===== src/rtl/uart_pkg.sv =====
// Shared definitions for the UART receiver: state encoding, frame width and
// the default oversample ratio.
// Build option: UART_RX_PARITY_EN adds an even-parity bit between the data
// bits and the stop bit.
package uart_pkg;

    localparam int UART_DATA_BITS     = 8;
    localparam int OVERSAMPLE_DEFAULT = 16;

    typedef enum logic [2:0] {
        IDLE   = 3'd0,
        START  = 3'd1,
        DATA   = 3'd2,
`ifdef UART_RX_PARITY_EN
        PARITY = 3'd3,
`endif
        STOP   = 3'd4
    } rx_state_t;

`ifdef UART_RX_PARITY_EN
    // Even parity: XOR across data and parity bit must be 0.
    function automatic logic parity_mismatch(input logic [UART_DATA_BITS-1:0] data,
                                             input logic                      par_bit);
        return ^{data, par_bit};
    endfunction
`endif

endpackage


===== src/rtl/uart_rx_sync.sv =====
// Front end for the UART receiver: brings the asynchronous rx line into the
// system_clk domain, flags its falling edges, and turns the oversample clock
// level into a single-cycle tick per rising edge.
module uart_rx_sync (
    input  logic i_system_clk,
    input  logic i_reset,
    input  logic i_baud_rate_clock,
    input  logic i_rx,
    output logic o_rx_sync,
    output logic o_rx_fall,
    output logic o_tick
);

    logic r_rx_meta;
    logic r_rx_sync;
    logic r_rx_prev;
    logic r_baud_q;
    logic r_baud_prev;
    logic r_tick;

    // Two-flop synchronizer plus one history flop for edge detect; idle-high reset.
    always_ff @(posedge i_system_clk or posedge i_reset) begin
        if (i_reset) begin
            r_rx_meta <= 1'b1;
            r_rx_sync <= 1'b1;
            r_rx_prev <= 1'b1;
        end else begin
            r_rx_meta <= i_rx;
            r_rx_sync <= r_rx_meta;
            r_rx_prev <= r_rx_sync;
        end
    end

    // Register the baud level, then pulse tick one cycle after the copy rises.
    always_ff @(posedge i_system_clk or posedge i_reset) begin
        if (i_reset) begin
            r_baud_q    <= 1'b0;
            r_baud_prev <= 1'b0;
            r_tick      <= 1'b0;
        end else begin
            r_baud_q    <= i_baud_rate_clock;
            r_baud_prev <= r_baud_q;
            r_tick      <= r_baud_q & ~r_baud_prev;
        end
    end

    assign o_rx_sync = r_rx_sync;
    assign o_rx_fall = r_rx_prev & ~r_rx_sync;
    assign o_tick    = r_tick;

endmodule


===== src/rtl/uart_rx.sv =====
// UART receiver, 8 data bits LSB first, 1 stop bit, OVERSAMPLE ticks per bit.
// Build option: UART_RX_PARITY_EN inserts an even-parity bit before the stop
// bit; without it rx_parity_err is tied low and the PARITY state is absent.
module uart_rx
    import uart_pkg::*;
#(
    parameter int OVERSAMPLE = OVERSAMPLE_DEFAULT
) (
    input  logic                      system_clk,
    input  logic                      reset,
    input  logic                      baud_rate_clock,
    input  logic                      rx,
    output logic [UART_DATA_BITS-1:0] rx_data,
    output logic                      rx_valid,
    output logic                      rx_frame_err,
    output logic                      rx_parity_err,
    output logic                      rx_busy
);

    localparam int                 CW       = $clog2(OVERSAMPLE);
    // START checks the line on the OVERSAMPLE/2-th tick after the falling edge.
    localparam logic [CW-1:0]      CNT_HALF = CW'(OVERSAMPLE / 2 - 1);
    // After START clears the counter, reaching this value is one bit later (mid-bit).
    localparam logic [CW-1:0]      CNT_LAST = CW'(OVERSAMPLE - 1);
    localparam logic [2:0]         BIT_LAST = 3'(UART_DATA_BITS - 1);

    logic                      w_rx_sync;
    logic                      w_rx_fall;
    logic                      w_tick;
    logic                      w_par_err;
    logic                      w_sample;

    rx_state_t                 r_state;
    logic [CW-1:0]             r_cnt;
    logic [2:0]                r_bit_idx;
    logic [UART_DATA_BITS-1:0] r_shift;
    logic [UART_DATA_BITS-1:0] r_rx_data;
    logic                      r_rx_valid;
    logic                      r_rx_frame_err;
    logic                      r_busy;
`ifdef UART_RX_PARITY_EN
    logic                      r_par_bit;
    logic                      r_rx_parity_err;
`endif

    uart_rx_sync u_sync (
        .i_system_clk      (system_clk),
        .i_reset           (reset),
        .i_baud_rate_clock (baud_rate_clock),
        .i_rx              (rx),
        .o_rx_sync         (w_rx_sync),
        .o_rx_fall         (w_rx_fall),
        .o_tick            (w_tick)
    );

    assign w_sample = w_tick && (r_cnt == CNT_LAST);

`ifdef UART_RX_PARITY_EN
    assign w_par_err = parity_mismatch(r_shift, r_par_bit);
`else
    assign w_par_err = 1'b0;
`endif

    // Receive FSM: frame sequencing, bit sampling and registered result pulses.
    always_ff @(posedge system_clk or posedge reset) begin
        if (reset) begin
            r_state        <= IDLE;
            r_cnt          <= '0;
            r_bit_idx      <= '0;
            r_shift        <= '0;
            r_rx_data      <= '0;
            r_rx_valid     <= 1'b0;
            r_rx_frame_err <= 1'b0;
            r_busy         <= 1'b0;
`ifdef UART_RX_PARITY_EN
            r_par_bit       <= 1'b0;
            r_rx_parity_err <= 1'b0;
`endif
        end else begin
            r_rx_valid     <= 1'b0;
            r_rx_frame_err <= 1'b0;
`ifdef UART_RX_PARITY_EN
            r_rx_parity_err <= 1'b0;
`endif
            case (r_state)
                IDLE: begin
                    // Edge-triggered, so a line stuck low never restarts a frame.
                    if (w_rx_fall) begin
                        r_state <= START;
                        r_cnt   <= '0;
                        r_busy  <= 1'b1;
                    end
                end

                START: begin
                    if (w_tick) begin
                        if (r_cnt == CNT_HALF) begin
                            r_cnt <= '0;
                            if (!w_rx_sync) begin
                                r_state   <= DATA;
                                r_bit_idx <= '0;
                            end else begin
                                r_state <= IDLE;
                                r_busy  <= 1'b0;
                            end
                        end else begin
                            r_cnt <= r_cnt + CW'(1);
                        end
                    end
                end

                DATA: begin
                    if (w_tick) begin
                        r_cnt <= (r_cnt == CNT_LAST) ? '0 : r_cnt + CW'(1);
                    end
                    if (w_sample) begin
                        r_shift   <= {w_rx_sync, r_shift[UART_DATA_BITS-1:1]};
                        r_bit_idx <= r_bit_idx + 3'd1;
                        if (r_bit_idx == BIT_LAST) begin
`ifdef UART_RX_PARITY_EN
                            r_state <= PARITY;
`else
                            r_state <= STOP;
`endif
                        end
                    end
                end

`ifdef UART_RX_PARITY_EN
                PARITY: begin
                    if (w_tick) begin
                        r_cnt <= (r_cnt == CNT_LAST) ? '0 : r_cnt + CW'(1);
                    end
                    if (w_sample) begin
                        r_par_bit <= w_rx_sync;
                        r_state   <= STOP;
                    end
                end
`endif

                STOP: begin
                    if (w_tick) begin
                        r_cnt <= (r_cnt == CNT_LAST) ? '0 : r_cnt + CW'(1);
                    end
                    if (w_sample) begin
                        r_state        <= IDLE;
                        r_busy         <= 1'b0;
                        r_rx_valid     <= w_rx_sync & ~w_par_err;
                        r_rx_frame_err <= ~w_rx_sync;
`ifdef UART_RX_PARITY_EN
                        r_rx_parity_err <= w_par_err;
`endif
                        if (w_rx_sync && !w_par_err) begin
                            r_rx_data <= r_shift;
                        end
                    end
                end

                default: begin
                    r_state <= IDLE;
                    r_busy  <= 1'b0;
                    r_cnt   <= '0;
                end
            endcase
        end
    end

    assign rx_data      = r_rx_data;
    assign rx_valid     = r_rx_valid;
    assign rx_frame_err = r_rx_frame_err;
    assign rx_busy      = r_busy;
`ifdef UART_RX_PARITY_EN
    assign rx_parity_err = r_rx_parity_err;
`else
    assign rx_parity_err = 1'b0;
`endif

endmodule

===== config.mk =====
export PLATFORM = sky130hd
export DESIGN_NAME = uart_rx
export DESIGN_NICKNAME = d
export VERILOG_FILES = /design/src/rtl/uart_pkg.sv /design/src/rtl/uart_rx_sync.sv /design/src/rtl/uart_rx.sv
export SDC_FILE = /design/constraint.sdc
export NUM_CORES = 1
export LEC_CHECK = 0
export ABC_AREA = 1
export CAP_MARGIN = 25
export CORE_MARGIN = 2
export CORE_UTILIZATION = 45
export CTS_CLUSTER_DIAMETER = 40
export DETAILED_ROUTE_END_ITERATION = 8
export PLACE_DENSITY = 0.73
export SLEW_MARGIN = 25
export SYNTH_ARGS = -nofsm -noshare
export SYNTH_HDL_FRONTEND = slang
export SYNTH_SLANG_ARGS = --single-unit

===== constraint.sdc =====
create_clock -name system_clk -period 1.5 [get_ports system_clk]
set_clock_uncertainty 0.05 [all_clocks]
set_input_delay 0.3 -clock system_clk [delete_from_list [all_inputs] [get_ports system_clk]]
set_output_delay 0.3 -clock system_clk [all_outputs]
set_load 0.05 [all_outputs]

=== After elaboration in Yosys (flattened, before gate mapping) ===
Cells that the tools add are included.

* Memories: 0
* Memory bits (read-only): 0
* Register bits after elaboration: 35
* Word-level logic and storage cells: 75
* Bits in latches: 0
* Bits in writable memories: 0
* Input bits: 4
* Output and inout bits: 12

* Bitwise gates (word level): 5
* Add/subtract/negate cells: 2
* Magnitude comparators: 0
* Shift operators: 0
* Reductions and logical operators: 10
* Divide/modulo/power cells: 0
* Multipliers: 0
* Equality and inequality tests: 15
* Mux-type cells: 29

{| class="wikitable"
|+ Operator list
! cell !! count
|-
| $mux 3 || 10
|-
| $mux 4 || 5
|-
| $pmux 3 s4 || 1
|-
| $pmux 4 s3 || 1
|-
| $reduce_and 6->1 || 2
|-
| $ne 2x2->1 const B || 5
|-
| $mux 1 || 9
|-
| $ne 2x1->1 const B || 4
|-
| $eq 3x3->1 const B || 2
|-
| $pmux 3 s2 || 1
|-
| $reduce_and 3->1 || 2
|-
| $reduce_and 5->1 || 1
|-
| $add 4x1->4 const B || 1
|-
| $eq 4x3->1 const B || 1
|-
| $eq 4x4->1 const B || 1
|-
| $pmux 1 s4 || 1
|-
| $add 3x1->3 const B || 1
|-
| $eq 3x1->1 const B || 1
|-
| $eq 3x2->1 const B || 1
|-
| $logic_not 3->1 || 1
|-
| $not 1->1 || 3
|-
| $and 1x1->1 || 2
|-
| $mux 2 || 1
|-
| $reduce_and 2->1 || 1
|-
| 3 further kinds || 3
|}

=== Logic depth before layout (Yosys ltp) ===
* Depth in word-level cells: 4
* Gate-level depth with buffers: 10

=== Hierarchy ===
A second synthesis with hierarchy kept.

* Cells, all modules: 192
* Area total of the unflattened synthesis: 1682.9 µm²

{| class="wikitable"
|+ By module, submodules not included
! module !! cells each !! times used !! sequential area each (µm²) !! area an instance (µm²)
|-
| uart_rx || 181 || 1 || 725.7 || 1505.2
|-
| uart_rx_sync || 11 || 1 || 153.9 || 177.7
|}

=== Worst setup path after synthesis ===
OpenSTA, ideal clock, no wires.

* Path kind: flip-flop to flip-flop
* Start point: reg r_cnt[0]
* End point: reg r_rx_data[1] (netlist: rx_data[1])
* Buffers on the path: 1
* Cell stages (with the launch flop): 10
* Arrival time: 1275 ps
* Slack: 101 ps
* Library setup time: 74 ps
* Cell sequence: dfrtp_1 > ha_1 > nand2_1 > inv_2 > nand3_4 > clkinv_1 > nand3_4 > buf_6 > nand2_1 > o21ai_2

* Cells in the longest elaborated chain, start to end: 3

{| class="wikitable"
|+ Ends and longest elaborated chain
! what !! RTL line !! source
|-
| start: declaration || uart_rx.sv:34 || <nowiki>logic [CW-1:0] r_cnt;</nowiki>
|-
| start signal: assignment || uart_rx.sv:107 || <nowiki>r_cnt <= r_cnt + CW'(1);</nowiki>
|-
| start signal: assignment || uart_rx.sv:114 || <nowiki>r_cnt <= (r_cnt == CNT_LAST) ? '0 : r_cnt + CW'(1);</nowiki>
|-
| start signal: assignment || uart_rx.sv:143 || <nowiki>r_cnt <= (r_cnt == CNT_LAST) ? '0 : r_cnt + CW'(1);</nowiki>
|-
| $eq 4x4->1 || uart_rx.sv:56 || <nowiki>assign w_sample = w_tick && (r_cnt == CNT_LAST);</nowiki>
|-
| $logic_and 1x1->1 || uart_rx.sv:56 ||
|-
| $reduce_and 3->1 (no source line) || n/a ||
|-
| end signal: assignment || uart_rx.sv:154 || <nowiki>r_rx_data <= r_shift;</nowiki>
|-
| end: declaration || uart_rx.sv:37 || <nowiki>logic [UART_DATA_BITS-1:0] r_rx_data;</nowiki>
|}

Every way passes these cells.
A chain may end at the register's enable or synchronous reset.

=== Worst setup path after layout ===
* Start point: reg r_cnt[0]
* End point: reg r_state[1]

* Cells in the longest elaborated chain, start to end: 4
* Elaborated cells between the ends (all ways): 7
* Classes of those cells: eq/ne (5); reduce/logical (2)

{| class="wikitable"
|+ Ends and longest elaborated chain
! what !! RTL line !! source
|-
| $eq 4x4->1 || uart_rx.sv:56 ||
|-
| $logic_and 1x1->1 || uart_rx.sv:56 ||
|-
| $ne 2x2->1 (no source line) || n/a ||
|-
| $reduce_and 6->1 (no source line) * || n/a ||
|-
| end signal: assignment || uart_rx.sv:67 || <nowiki>r_state <= IDLE;</nowiki>
|-
| end signal: assignment || uart_rx.sv:89 || <nowiki>r_state <= START;</nowiki>
|-
| end signal: assignment || uart_rx.sv:100 || <nowiki>r_state <= DATA;</nowiki>
|-
| end: declaration || uart_rx.sv:33 || <nowiki>rx_state_t r_state;</nowiki>
|}

Mark *: on every way between the ends. The rest lies on a longest branch, timed or not.

==> results.toml <==
[route]
viasPerCell = 4.85
drcViolationCount = 0
firstDrtPassIters = 4
wl_mm = 3.08
initialDrtViolationCount = 41
wl_per_cell_um = 12.4
drtAntennaViolNets = 0
vias = 1199

[floorplanning]
die_h_um = 63.1
fp.dieW_um = 63.1
std_cell_rows = 21
core-area_sq_mm = 0.00334
die-area_sq_mm = 0.00399
initial_utilization_pct = 47.2
io_pins = 16

[layout]
area_delta_synth_final_pct = 30.0
fin_util_pct = 61.3
fin_area_sq_mm = 0.00205
drive_gt1_share_pct = 27.9
finalNetCount = 207
num_antenna_cells = 0

[placement]
routabilityCongestion = 0.861
placed_cell_area_sq_mm = 0.00190
io_buffers = 14
hpwl_mm = 2.11

[timing]
rsz0062_at_grt = "yes"
fin_crit_sh_pct = 95.1
setup-tns-final_ps = 0
max_freq_ghz = 0.701
hold_viol = 0
period_needed_ps = 1430
final-setup-viol-count = 0
maxSlewViolCount = 0

[worst_setup_path]
cp_slowest_cell = "dfrtp_1"
critPathLaunchType = "flip-flop"
crit_path_end_kind = "flip-flop"
slowest_delay_ps = 380
crit_top_cell = "nand2_1"
crit_path_max_fanout = 3
r2r_cells = 10
cp_cell_sequence = "ha_2 -> nand2_1 -> inv_2 -> nand2_2 -> nand2_2 -> nand2_2 -> nor2_2 -> nand2_1 -> nand2_1 -> nand2_1"
cp_data_arrival_time_ps = 1620
crit_required_ps = 1690
critPathKind = "reg -> reg"

[power_and_ir_drop]
cellPowerDensity_mw_per_mm2 = 1280
ir_drop_mv = 0.582
leakage_uw = 0.000998
total_power_uw = 2630

[grt]
overflow = 0
grt_max_degree = 36
grt_pass1_vias = 1239
grt_usage_pct = 17.9
grt_pass1_wl_mm = 5.43
antenna_found_initial = 0

[min_path]
hp-class = "in -> async"

[logic_synthesis]
syn_area_sq_mm = 0.00157
ys.warnings.count = 0
synthCells = 174
synth.distinct_cells = 25
syn-num-nets = 181
synth_area_leader_cell = "dfrtp_1"
synth_area_leaders = "dfrtp_1 (51%), nand2_1 (14%), dfstp_2 (5.0%), inv_1 (4.8%), o21ai_2 (3.9%)"
syn_area_per_cell_sq_um = 9.05
synth_seq_cells = 35
synth_top_cell_area_share_pct = 50.9
ys_seq_area_share_pct = 55.9

[clock_network]
root_buffer = "clkbuf_4"
path_clk_slew_ps = 110
clockBufferDepth = 2
cts_max_level = 2
cts.sinks = 35
cts_tree = "done"
clk_latency_ps = 350
cts_buffers = 5

[flow_run]
maxCapViolCount = 0

[outcome]
status = "completed"
[flip-flops by register name, indices dropped and copies added, names as in the netlist, 3 cells and up]
name,cells
r_cnt,4
rx_data,8
r_state,3
r_bit_idx,3
r_shift,8
[through the flow]
stage                     hold slack, ps  std cells  setup slack [ps]
final                                233        247              74.0
after global routing                 237        247             -24.4
after CTS                            221        244              43.8
after detailed placement             305        235             -13.7
after global placement               296        235              80.4
after floorplan                      254        174               101
[path summary, 6_finish.rpt]
kind / start / end / slack (ps)
max in group asynchronous: reset / u_sync.o_rx_sync$_DFF_PP1_ / 910
worst max-delay path: r_cnt[0]$_DFFE_PP0P_ / r_state[1]$_DFFE_PP0P_ / 70
worst max register to register: r_cnt[0]$_DFFE_PP0P_ / r_state[1]$_DFFE_PP0P_ / 70
worst min-delay path: reset / rx_data[5]$_DFFE_PP0P_ / 230
min in group system_clk: u_sync.r_rx_meta$_DFF_PP1_ / u_sync.o_rx_sync$_DFF_PP1_ / 320
worst min register to register: u_sync.r_rx_meta$_DFF_PP1_ / u_sync.o_rx_sync$_DFF_PP1_ / 320
[layout make-up]
type / instances / area (sq um)
timing repair buffer: 21 / 319
inverter: 26 / 101
clock buffer: 5 / 37.5
tap: 46 / 57.6
sequential: 35 / 881
clock inverter: 3 / 43.8
multi-input combinational: 111 / 606
fill: 276 / 1290
[metal layers]
| metal | track usage, % | vias to the layer above | share of wire (%) |
|---|---|---|---|
| met4 | 7.22 | 0 | 1.4 |
| met2 | 29.1 | 33 | 54 |
| li1 | - | 593 | - |
| met1 | 21.3 | 567 | 39 |
| met5 | 0 | - | 0 |
| met3 | 6.61 | 6 | 5.6 |
[where the power goes]
part / leakage [uW] / switching (uW) / internal [uW]
logic: 0.000487 / 521 / 301
registers: 0.000466 / 98.2 / 1030
clock network: 0.0000452 / 329 / 350
total: 0.000998 / 948 / 1680
[cell usage after synthesis, drive strengths merged]
cell type	instances
or2	1
buf	3
dfrtp	32
nor2	9
inv	25
nand2	58
o21ai	23
dfstp	3
nand4	1
nor3	1
xor2	1
ha	3
clkinv	1
conb	1
nand3b	1
nand3	11
[timing repair]
| item | in CTS | in global routing |
|---|---|---|
| setup endpoints to repair | 3 | 13 |
| gates cloned | 1 | 0 |
| pin swaps | 0 | 3 |
| hold buffers | 0 | 0 |
| gates resized for setup | 3 | 8 |
| buffers inserted | 0 | 3 |
[cells by family after synthesis]
logic type,synth area share (%)
buffers and inverters,7.87
flip-flops,55.9
AO/OA/AOI/OAI,8.98
XOR/XNOR,0.557
AND/OR/NAND/NOR,24.1
adder cells (fa/ha/maj),2.38
other,0.238
[worst max-delay path: cells and delay by family, from the launching register on]
kind                     cells  cell delay, ps
AND/OR/NAND/NOR              8             610
flip-flops                   1             380
adder cells (fa/ha/maj)      1             180
buffers and inverters        1              90
[cells in the final DEF, fill, tap and decap left out, types with 2 or more instances in the layout]
cell and n:
dfstp_2 3, dfrtp_1 31, clkdlybuf4s50_1 3, nand3_2 2, o21ai_1 7, clkinv_2 2, nand2_2 4, nor2_1 6
clkbuf_4 5, buf_4 5, o21ai_2 7, o21ai_0 9, buf_12 12, nor2_4 2, ha_1 2, inv_1 20
nand3_4 3, inv_2 4, nand2_1 54, nand3_1 7
Power figures use the tool's default switching activity.
